## src/rtl/rs_latch_pkg.sv

```systemverilog
// Shared encodings and expected-output lookup for the R/S latch monitor.
package rs_latch_pkg;

   localparam logic [1:0] MODE_HOLD    = 2'b00;
   localparam logic [1:0] MODE_SET     = 2'b01;
   localparam logic [1:0] MODE_RESET   = 2'b10;
   localparam logic [1:0] MODE_INVALID = 2'b11;

   typedef enum logic [1:0] {
      ST_UNK   = 2'd0,
      ST_ZERO  = 2'd1,
      ST_ONE   = 2'd2,
      ST_BOTH0 = 2'd3
   } state_t;

   // Expected {Q,Q_L} for a known latch state; UNK is handled separately by the checker.
   function automatic logic [1:0] exp_out(input state_t st);
      case (st)
         ST_ZERO: return 2'b01;
         ST_ONE:  return 2'b10;
         default: return 2'b00;
      endcase
   endfunction

endpackage

```

## src/rtl/rs_latch_monitor_sync2.sv

```systemverilog
// Two-flop synchronizer with synchronous active-low clear.
module sync2 #(
   parameter int unsigned WIDTH = 1
) (
   input  logic             clk,
   input  logic             rst_n,
   input  logic [WIDTH-1:0] d,
   output logic [WIDTH-1:0] q
);

   logic [WIDTH-1:0] meta;

   always_ff @(posedge clk) begin
      if (!rst_n) begin
         meta <= '0;
         q    <= '0;
      end else begin
         meta <= d;
         q    <= meta;
      end
   end

endmodule

```

## src/rtl/rs_latch_monitor.sv

```systemverilog
// Clocked observer of an R/S NOR latch: classifies drive mode, tracks the
// expected latch state and flags outputs that disagree with it.
module rs_latch_monitor
   import rs_latch_pkg::*;
#(
   parameter int unsigned SETTLE = 4,
   parameter int unsigned CW     = 8
) (
   input  logic          CLK,
   input  logic          RESET_L,
   input  logic          R,
   input  logic          S,
   input  logic          Q,
   input  logic          Q_L,
   output logic [1:0]    MODE,
   output logic          EXP_VALID,
   output logic          EXP_Q,
   output logic          ERR_PULSE,
   output logic          ERR,
   output logic [CW-1:0] SET_CNT,
   output logic [CW-1:0] RST_CNT,
   output logic [CW-1:0] INV_CNT,
   output logic [CW-1:0] ERR_CNT
);

   localparam int unsigned    SW      = $clog2(SETTLE + 1);
   localparam logic [CW-1:0]  CNT_MAX = '1;

   logic [3:0]    synced;
   logic [1:0]    rs_s;
   logic          q_s;
   logic          ql_s;
   logic          mode_chg;
   logic          mismatch;
   logic [SW-1:0] settle;
   state_t        state;
   state_t        state_nxt;

   sync2 #(.WIDTH(4)) u_sync (
      .clk   (CLK),
      .rst_n (RESET_L),
      .d     ({R, S, Q, Q_L}),
      .q     (synced)
   );

   assign rs_s     = synced[3:2];
   assign q_s      = synced[1];
   assign ql_s     = synced[0];
   assign mode_chg = (rs_s != MODE);

   always_ff @(posedge CLK) begin
      if (!RESET_L) state <= ST_UNK;
      else          state <= state_nxt;
   end

   // A mode change always takes priority over UNK adoption.
   always_comb begin
      state_nxt = state;
      if (mode_chg) begin
         case (rs_s)
            MODE_RESET:   state_nxt = ST_ZERO;
            MODE_SET:     state_nxt = ST_ONE;
            MODE_INVALID: state_nxt = ST_BOTH0;
            MODE_HOLD:    if (state == ST_BOTH0) state_nxt = ST_UNK;
            default:      state_nxt = state;
         endcase
      end else if (state == ST_UNK && MODE == MODE_HOLD && settle == '0 && q_s != ql_s) begin
         state_nxt = q_s ? ST_ONE : ST_ZERO;
      end
   end

   always_comb begin
      EXP_VALID = (state != ST_UNK);
      EXP_Q     = (state == ST_ONE);
   end

   always_comb begin
      mismatch = 1'b0;
      if (!mode_chg && settle == '0) begin
         if (state == ST_UNK) mismatch = (q_s == ql_s);
         else                 mismatch = ({q_s, ql_s} != exp_out(state));
      end
   end

   // Mode register, settle window, error flags and saturating counters.
   always_ff @(posedge CLK) begin
      if (!RESET_L) begin
         MODE      <= MODE_HOLD;
         settle    <= SW'(SETTLE);
         ERR_PULSE <= 1'b0;
         ERR       <= 1'b0;
         SET_CNT   <= '0;
         RST_CNT   <= '0;
         INV_CNT   <= '0;
         ERR_CNT   <= '0;
      end else begin
         ERR_PULSE <= mismatch;
         if (mismatch) begin
            ERR <= 1'b1;
            if (ERR_CNT != CNT_MAX) ERR_CNT <= ERR_CNT + CW'(1);
         end
         if (mode_chg) begin
            MODE   <= rs_s;
            settle <= SW'(SETTLE);
            case (rs_s)
               MODE_SET:     if (SET_CNT != CNT_MAX) SET_CNT <= SET_CNT + CW'(1);
               MODE_RESET:   if (RST_CNT != CNT_MAX) RST_CNT <= RST_CNT + CW'(1);
               MODE_INVALID: if (INV_CNT != CNT_MAX) INV_CNT <= INV_CNT + CW'(1);
               default:      ;
            endcase
         end else if (settle != '0) begin
            settle <= settle - SW'(1);
         end
      end
   end

endmodule
```

## config.mk

```make
export PLATFORM = sky130hd
export DESIGN_NAME = rs_latch_monitor
export DESIGN_NICKNAME = d
export VERILOG_FILES = /design/src/rtl/rs_latch_pkg.sv /design/src/rtl/rs_latch_monitor_sync2.sv /design/src/rtl/rs_latch_monitor.sv
export SDC_FILE = /design/constraint.sdc
export NUM_CORES = 1
export LEC_CHECK = 0
export CORE_AREA = 2 2 78 80
export CTS_CLUSTER_DIAMETER = 150
export DETAILED_ROUTE_END_ITERATION = 12
export DIE_AREA = 0 0 80 82
export PLACE_DENSITY = 0.68
export SKIP_CTS_REPAIR_TIMING = 1
export SYNTH_ARGS = -nofsm -noshare
export SYNTH_HDL_FRONTEND = slang
export SYNTH_HIERARCHICAL = 1
export SYNTH_SLANG_ARGS = --single-unit
```

## constraint.sdc

```tcl
create_clock -name CLK -period 2.43 [get_ports CLK]
set_clock_uncertainty 0.2 [all_clocks]
set_input_delay 0.6075 -clock CLK [delete_from_list [all_inputs] [get_ports CLK]]
set_output_delay 0.6075 -clock CLK [all_outputs]
set_load 0.005 [all_outputs]
```

==> impl_metrics.py <==
metrics = {
    "synthesis": {
        "yosys.area.top_type": "dfxtp_1",
        "synthTopCellsByArea": "dfxtp_1 (44%), xnor2_1 (6.3%), nor2_1 (5.6%), ha_1 (3.4%), mux2i_1 (3.1%)",
        "netlist_area_um2": 2220,
        "ys_seq_elements": 49,
        "synth.distinct_cells": 46,
        "synth_common_cells": "dfxtp_1 (49), nor2_1 (33), xnor2_1 (16)",
        "synth.avg_cell_area_um2": 9.19,
        "yosysMostFrequentCell": "dfxtp_1",
        "yosysWarnings": 6,
        "synth_top_area_share_pct": 44.1,
        "synthArstFlopShare_pct": 0,
        "synth-edff-count": 0,
        "synth_nets": 254,
        "synth_flop_cell": "dfxtp_1",
        "syn_inst": 242,
        "ys_seq_area_share_pct": 44.1,
    },
    "finish": {
        "multi_input_area_um2": 1190,
        "fill_cells": 567,
        "drive_gt1_share_pct": 6.83,
        "final_cells": 368,
        "fin_nets": 304,
        "syn_to_final_growth_pct": 29.3,
        "seqCellArea_um2": 981,
        "antenna-diode-count": 0,
    },
    "timing": {
        "slew_viol_final": 0,
        "fmax_mhz": 457,
        "setup_slack_ns": 0.241,
        "max_slew_margin_pct": 60.5,
        "finalSetupViolCount": 0,
        "worstMarginPinSlew_ns": 0.589,
        "fin_setup_tns_ns": 0,
        "fin_crit_ns": 2.19,
        "min_period_over_period_pct": 90.1,
        "hold_viol": 0,
        "rsz0062_at_grt": "no",
    },
    "global_route": {
        "grt_pass1_wl_um": 7430,
        "grt_max_degree": 22,
        "grt.total_usage_pct": 14.3,
        "grt_pass1_vias": 1698,
        "grt_overflow": 0,
        "grt_antenna_before_repair": 0,
    },
    "place": {
        "port-buffer-count": 43,
        "hpwl_um": 3120,
        "place_ws_ns": 0.377,
        "place_congestion": 0.769,
        "placed_cells": 360,
    },
    "job": {
        "drv_cap": 0,
    },
    "die": {
        "io_pins": 44,
        "die_x_um": 80,
        "start_util_pct": 38.7,
        "coreArea_um2": 5750,
        "dieArea_um2": 6560,
        "die_h_um": 82,
        "rows": 28,
    },
    "critical_path": {
        "path_class": "register to output pin",
        "start_kind": "register",
        "cp.required_ns": 1.62,
        "arrival_ns": 1.38,
        "endpoint_kind": "output pin",
        "critical_path.max_fanout": 6,
    },
    "route": {
        "drtIter0Drc": 58,
        "via_per_inst": 5.07,
        "dr.pass1.iters": 4,
        "drc_errors": 0,
        "wl_per_cell_um": 11.8,
        "via_count": 1864,
        "drt-total-wl_um": 4350,
        "ant_nets": 0,
    },
    "power_and_ir_drop": {
        "switchingPower_w": 0.000362,
        "clkPwrFrac_pct": 36.6,
        "power_frac_seq_pct": 52.8,
        "leakagePower_nw": 0.985,
        "p_comb_share_pct": 10.6,
        "powerDensity_nw_per_um2": 562,
        "power.internal_w": 0.00125,
        "p_sw_share_pct": 22.4,
        "ir_drop_uv": 303,
    },
    "clock_tree": {
        "cts_tree": "done",
        "h-tree-depth": 2,
        "numCtsBuffers": 5,
        "clock-sinks": 49,
        "clk_latency_ns": 0.30,
        "cts_root_buf": "clkbuf_8",
        "clk_pin_slew_ns": 0.08,
        "clk_path_buf_depth": 2,
    },
    "outcome": {
        "run_status": "completed",
    },
    "hold_path": {
        "hold_path.class": "register to register",
    },
}
critical path: stages (launching register included):
cell and delay (ns):
dfxtp_1 0.42, nor2b_1 0.16, clkdlybuf4s50_1 0.50
power groups by stage:
stage / sequential [W] / combinational, W / clock (W)
CTS: 0.000854 / 0.000176 / 0.000615
global placement: 0.000871 / 0.000170 / 0
finish: 0.000853 / 0.000172 / 0.000591
detailed placement: 0.000872 / 0.000175 / 0
global route: 0.000858 / 0.000195 / 0.000649
floorplan: 0.000868 / 0.000118 / 0
flip-flops by register name, summed over array words and instances, names as in the netlist:
name,flops
u_sync/meta,4
INV_CNT,8
u_sync/q,4
ERR,1
settle,3
RST_CNT,8
ERR_CNT,8
state,2
ERR_PULSE,1
SET_CNT,8
MODE,2
path summary, 6_finish.rpt:
| kind | start | end | slack (ns) | cells after the start |
|---|---|---|---|---|
| worst min-delay path | u_sync/meta[2] | u_sync/q[2] | 0.23 | 1 |
| worst max register to register | settle[0] | ERR_CNT[7] | 0.36 | 7 |
| worst min register to register | u_sync/meta[2] | u_sync/q[2] | 0.23 | 1 |
| worst max-delay path | state[1] | EXP_Q | 0.24 | 2 |
kinds of logic after synthesis:
group                      count (synthesis)  share of synthesized area, %
xor gates and xnor gates                  20                          8.21
muxes                                      8                          4.16
buffers and inverters                     13                          2.53
and+or+nand+nor                          115                          28.7
adders and majority gates                  6                          3.37
DFF                                       49                          44.1
AOI/OAI and AO/OA                         31                          8.94
cell usage in the layout (no fill, tap or decap), types with 2 or more instances in the layout:
cell,instances
nor4_1,2
nor3b_1,3
mux2i_1,7
or3_1,5
and2_1,9
o21ai_0,5
or2_1,2
buf_4,5
or4_1,3
inv_1,6
ha_1,6
nand4_1,7
clkbuf_8,6
dfxtp_1,49
xnor2_1,16
clkdlybuf4s50_1,43
a211oi_1,4
nor3_1,8
and3_1,2
nand2b_1,4
xor2_1,3
a21oi_1,11
o41ai_1,3
nor2_1,33
nand3_1,12
nand3b_1,2
o21ai_1,2
nand2_1,14
area by class of cell:
cell class                 count  share of cell area (%)
multi-input combinational    180                    41.3
sequential                    49                    34.1
timing repair buffer          48                    16.3
tap                           75                    3.26
clock buffer                   7                    3.00
clock inverter                 1                    1.04
inverter                       8                    1.04
stage by stage:
step	total power (W)	hold slack (ns)	area, um^2	utilization (%)
finish	0.00162	0.233	2880	50.1
global route	0.00170	0.254	2880	50.1
floorplan	0.000986	0.206	2220	-
detailed placement	0.00105	0.214	2760	48.0
CTS	0.00164	0.235	2880	50.1
global placement	0.00104	0.214	2760	48.0
layer usage:
metal | share of wire, % | global-route usage [%] | vias up
li1 | - | - | 954
met1 | 48 | 16.9 | 864
met2 | 46 | 24.7 | 39
met3 | 4.8 | 3.96 | 7
met4 | 1.6 | 5.59 | 0
met5 | 0 | 0 | -
No activity file was read; power rests on OpenSTA's default activity.
==> variant (same settings) <==
Change the parameter `CW` from 8 to 9.
--- a/src/rtl/rs_latch_monitor.sv
+++ b/src/rtl/rs_latch_monitor.sv
@@ -5,5 +5,5 @@
 #(
    parameter int unsigned SETTLE = 4,
-   parameter int unsigned CW     = 8
+   parameter int unsigned CW     = 9
 ) (
    input  logic          CLK,
Interface: changed (resized ERR_CNT, INV_CNT, RST_CNT and SET_CNT); port bits go from 44 to 48. No check against the original RTL was run, so the function may have changed too.
==> variant against the unedited design <==
  * Routed wire length up 5.1%
  * Synthesized cell count up 16%
  * Total power up 0.13%
  * Hold slack better by 0.0053 ns
  * Sequential power up 7.5%
  * Sequential cell count up 4
  * Largest power group unchanged
  * Synthesized area up 12%
  * Design area up 9.7%
  * Setup slack worse by 0.049 ns
==> variant: results (changes against the unedited design) <==
final hold vios 0 (unchanged); Worst-Margin Slew 0.412 ns (-0.177 ns); CP delay by family, top buffers and inverters; via count 2021 (+8.4%); GPL Wtd Cong 0.757 (-1.6%); Switch Pwr 0.377 mW (+4.0%); list of most frequent post-synthesis cells 53 x dfxtp_1, 32 x nor2_1, 25 x nand2_1, 16 x xnor2_1, 15 x nand3_1; per-cell routed wire length 11.3 µm (-4.3%); layout cells sized above 1 6.08% (-0.75 points); number of CTS-inserted buffers 5 (unchanged); Longest Clk Path Bufs 2 (unchanged); H-tree level count 2 (unchanged); post-synth net total 297 (+17%); Post-DP HPWL 3330 µm (+6.6%); number of global-route vias before repair 1806 (+6.4%); HP Class flop to flop; placed cell areas 3060 µm² (+11%); ranking of synthesized cells by area dfxtp_1 42%, xnor2_1 5.6%, ha_1 5.0%; Nets 344 (+13%); Vias/cell 5.00 (-1.2%); WHS 0.238 ns (+0.00531 ns); Peak VDD IR 0.251 mV (-17%); Ys Warns 6 (unchanged); crit path DAT 1.43 ns (+0.05 ns); met1 wire length 2240 µm (+8.1%); outcome complete, no violations; slowest CP cell clkdlybuf4s50_1; internal reg-to-reg setup slack 0.20 ns (-0.16 ns); static leakage 1.15 nW (+16%); Setup WS pre-CTS 0.175 ns (-0.203 ns); Largest stage delay, worst path 0.46 ns (-0.04 ns); Seq/Total Area, Yosys 42.4% (-1.7 points); largest net degree at the start of global routing 29 (+32%); DR pass1 iterations 4 (unchanged); register area 1060 µm² (+8.2%); worst reg-to-reg path cell count 8 (+1); Inserted Diodes 0 (unchanged); mean post-synth cell area 8.90 µm² (-3.2%); Met2 Wirelength 2040 µm (+2.0%); DP Cell Count 396 (+10%); top sig layer met4; PortBufs 47 (+9.3%); Filler Cell Count 513 (-9.5%); Clock Latency Late Sink 0.30 ns (about the same); DR iter-0 viols 23 (-60%); first-pass GRT wire length 7840 µm (+5.5%); clk root buf clkbuf_8; ys async rst share 0% (unchanged); GR Util All Layers 14.9% (+0.60 points); hold path cells 1 (unchanged); final worst slack 0.193 ns (-0.0488 ns); initial antenna violation count 0 (unchanged); largest fanout on the critical path 6 (unchanged); Unique masters post-synth 43 (-6.5%); DR WL met3 220 µm (+5.8%)
-- variant: power by group through the flow --
stage,clock (mW),combinational (mW),sequential [mW]
2_1_floorplan,0,0.120,0.931
3_3_place_gp,0,0.173,0.937
3_5_place_dp,0,0.175,0.939
4_1_cts,0.551,0.176,0.918
5_1_grt,0.583,0.197,0.922
6_report,0.528,0.173,0.917
-- variant: cell families (layout without fill, tap and decap cells) --
group | count (synthesis) | in the layout | synth area share (%)
and+or+nand+nor | 139 | 139 | 29.5
DFF | 53 | 53 | 42.4
xor gates and xnor gates | 26 | 26 | 9.10
AOI/OAI and AO/OA | 22 | 22 | 5.30
buffers and inverters | 18 | 66 | 3.45
muxes | 13 | 13 | 5.25
adders and majority gates | 10 | 10 | 5.00
-- variant: worst paths after layout --
check / to / start
worst max-delay path: EXP_VALID / state[0]
worst min-delay path: u_sync/q[2] / u_sync/meta[2]
worst max register to register: RST_CNT[8] / RST_CNT[0]
worst min register to register: u_sync/q[2] / u_sync/meta[2]
-- variant: area by class of cell --
class / instances / share of cell area (%)
sequential: 53 / 33.6
tap: 75 / 2.97
clock inverter: 1 / 0.159
multi-input combinational: 210 / 42.9
clock buffer: 7 / 3.05
inverter: 5 / 0.595
timing repair buffer: 53 / 16.7
-- variant: routing by layer --
layer	vias up	global-route usage, %
met1	917	18.6
met3	7	4.18
met5	-	0
li1	1061	-
met4	0	5.93
met2	36	24.4
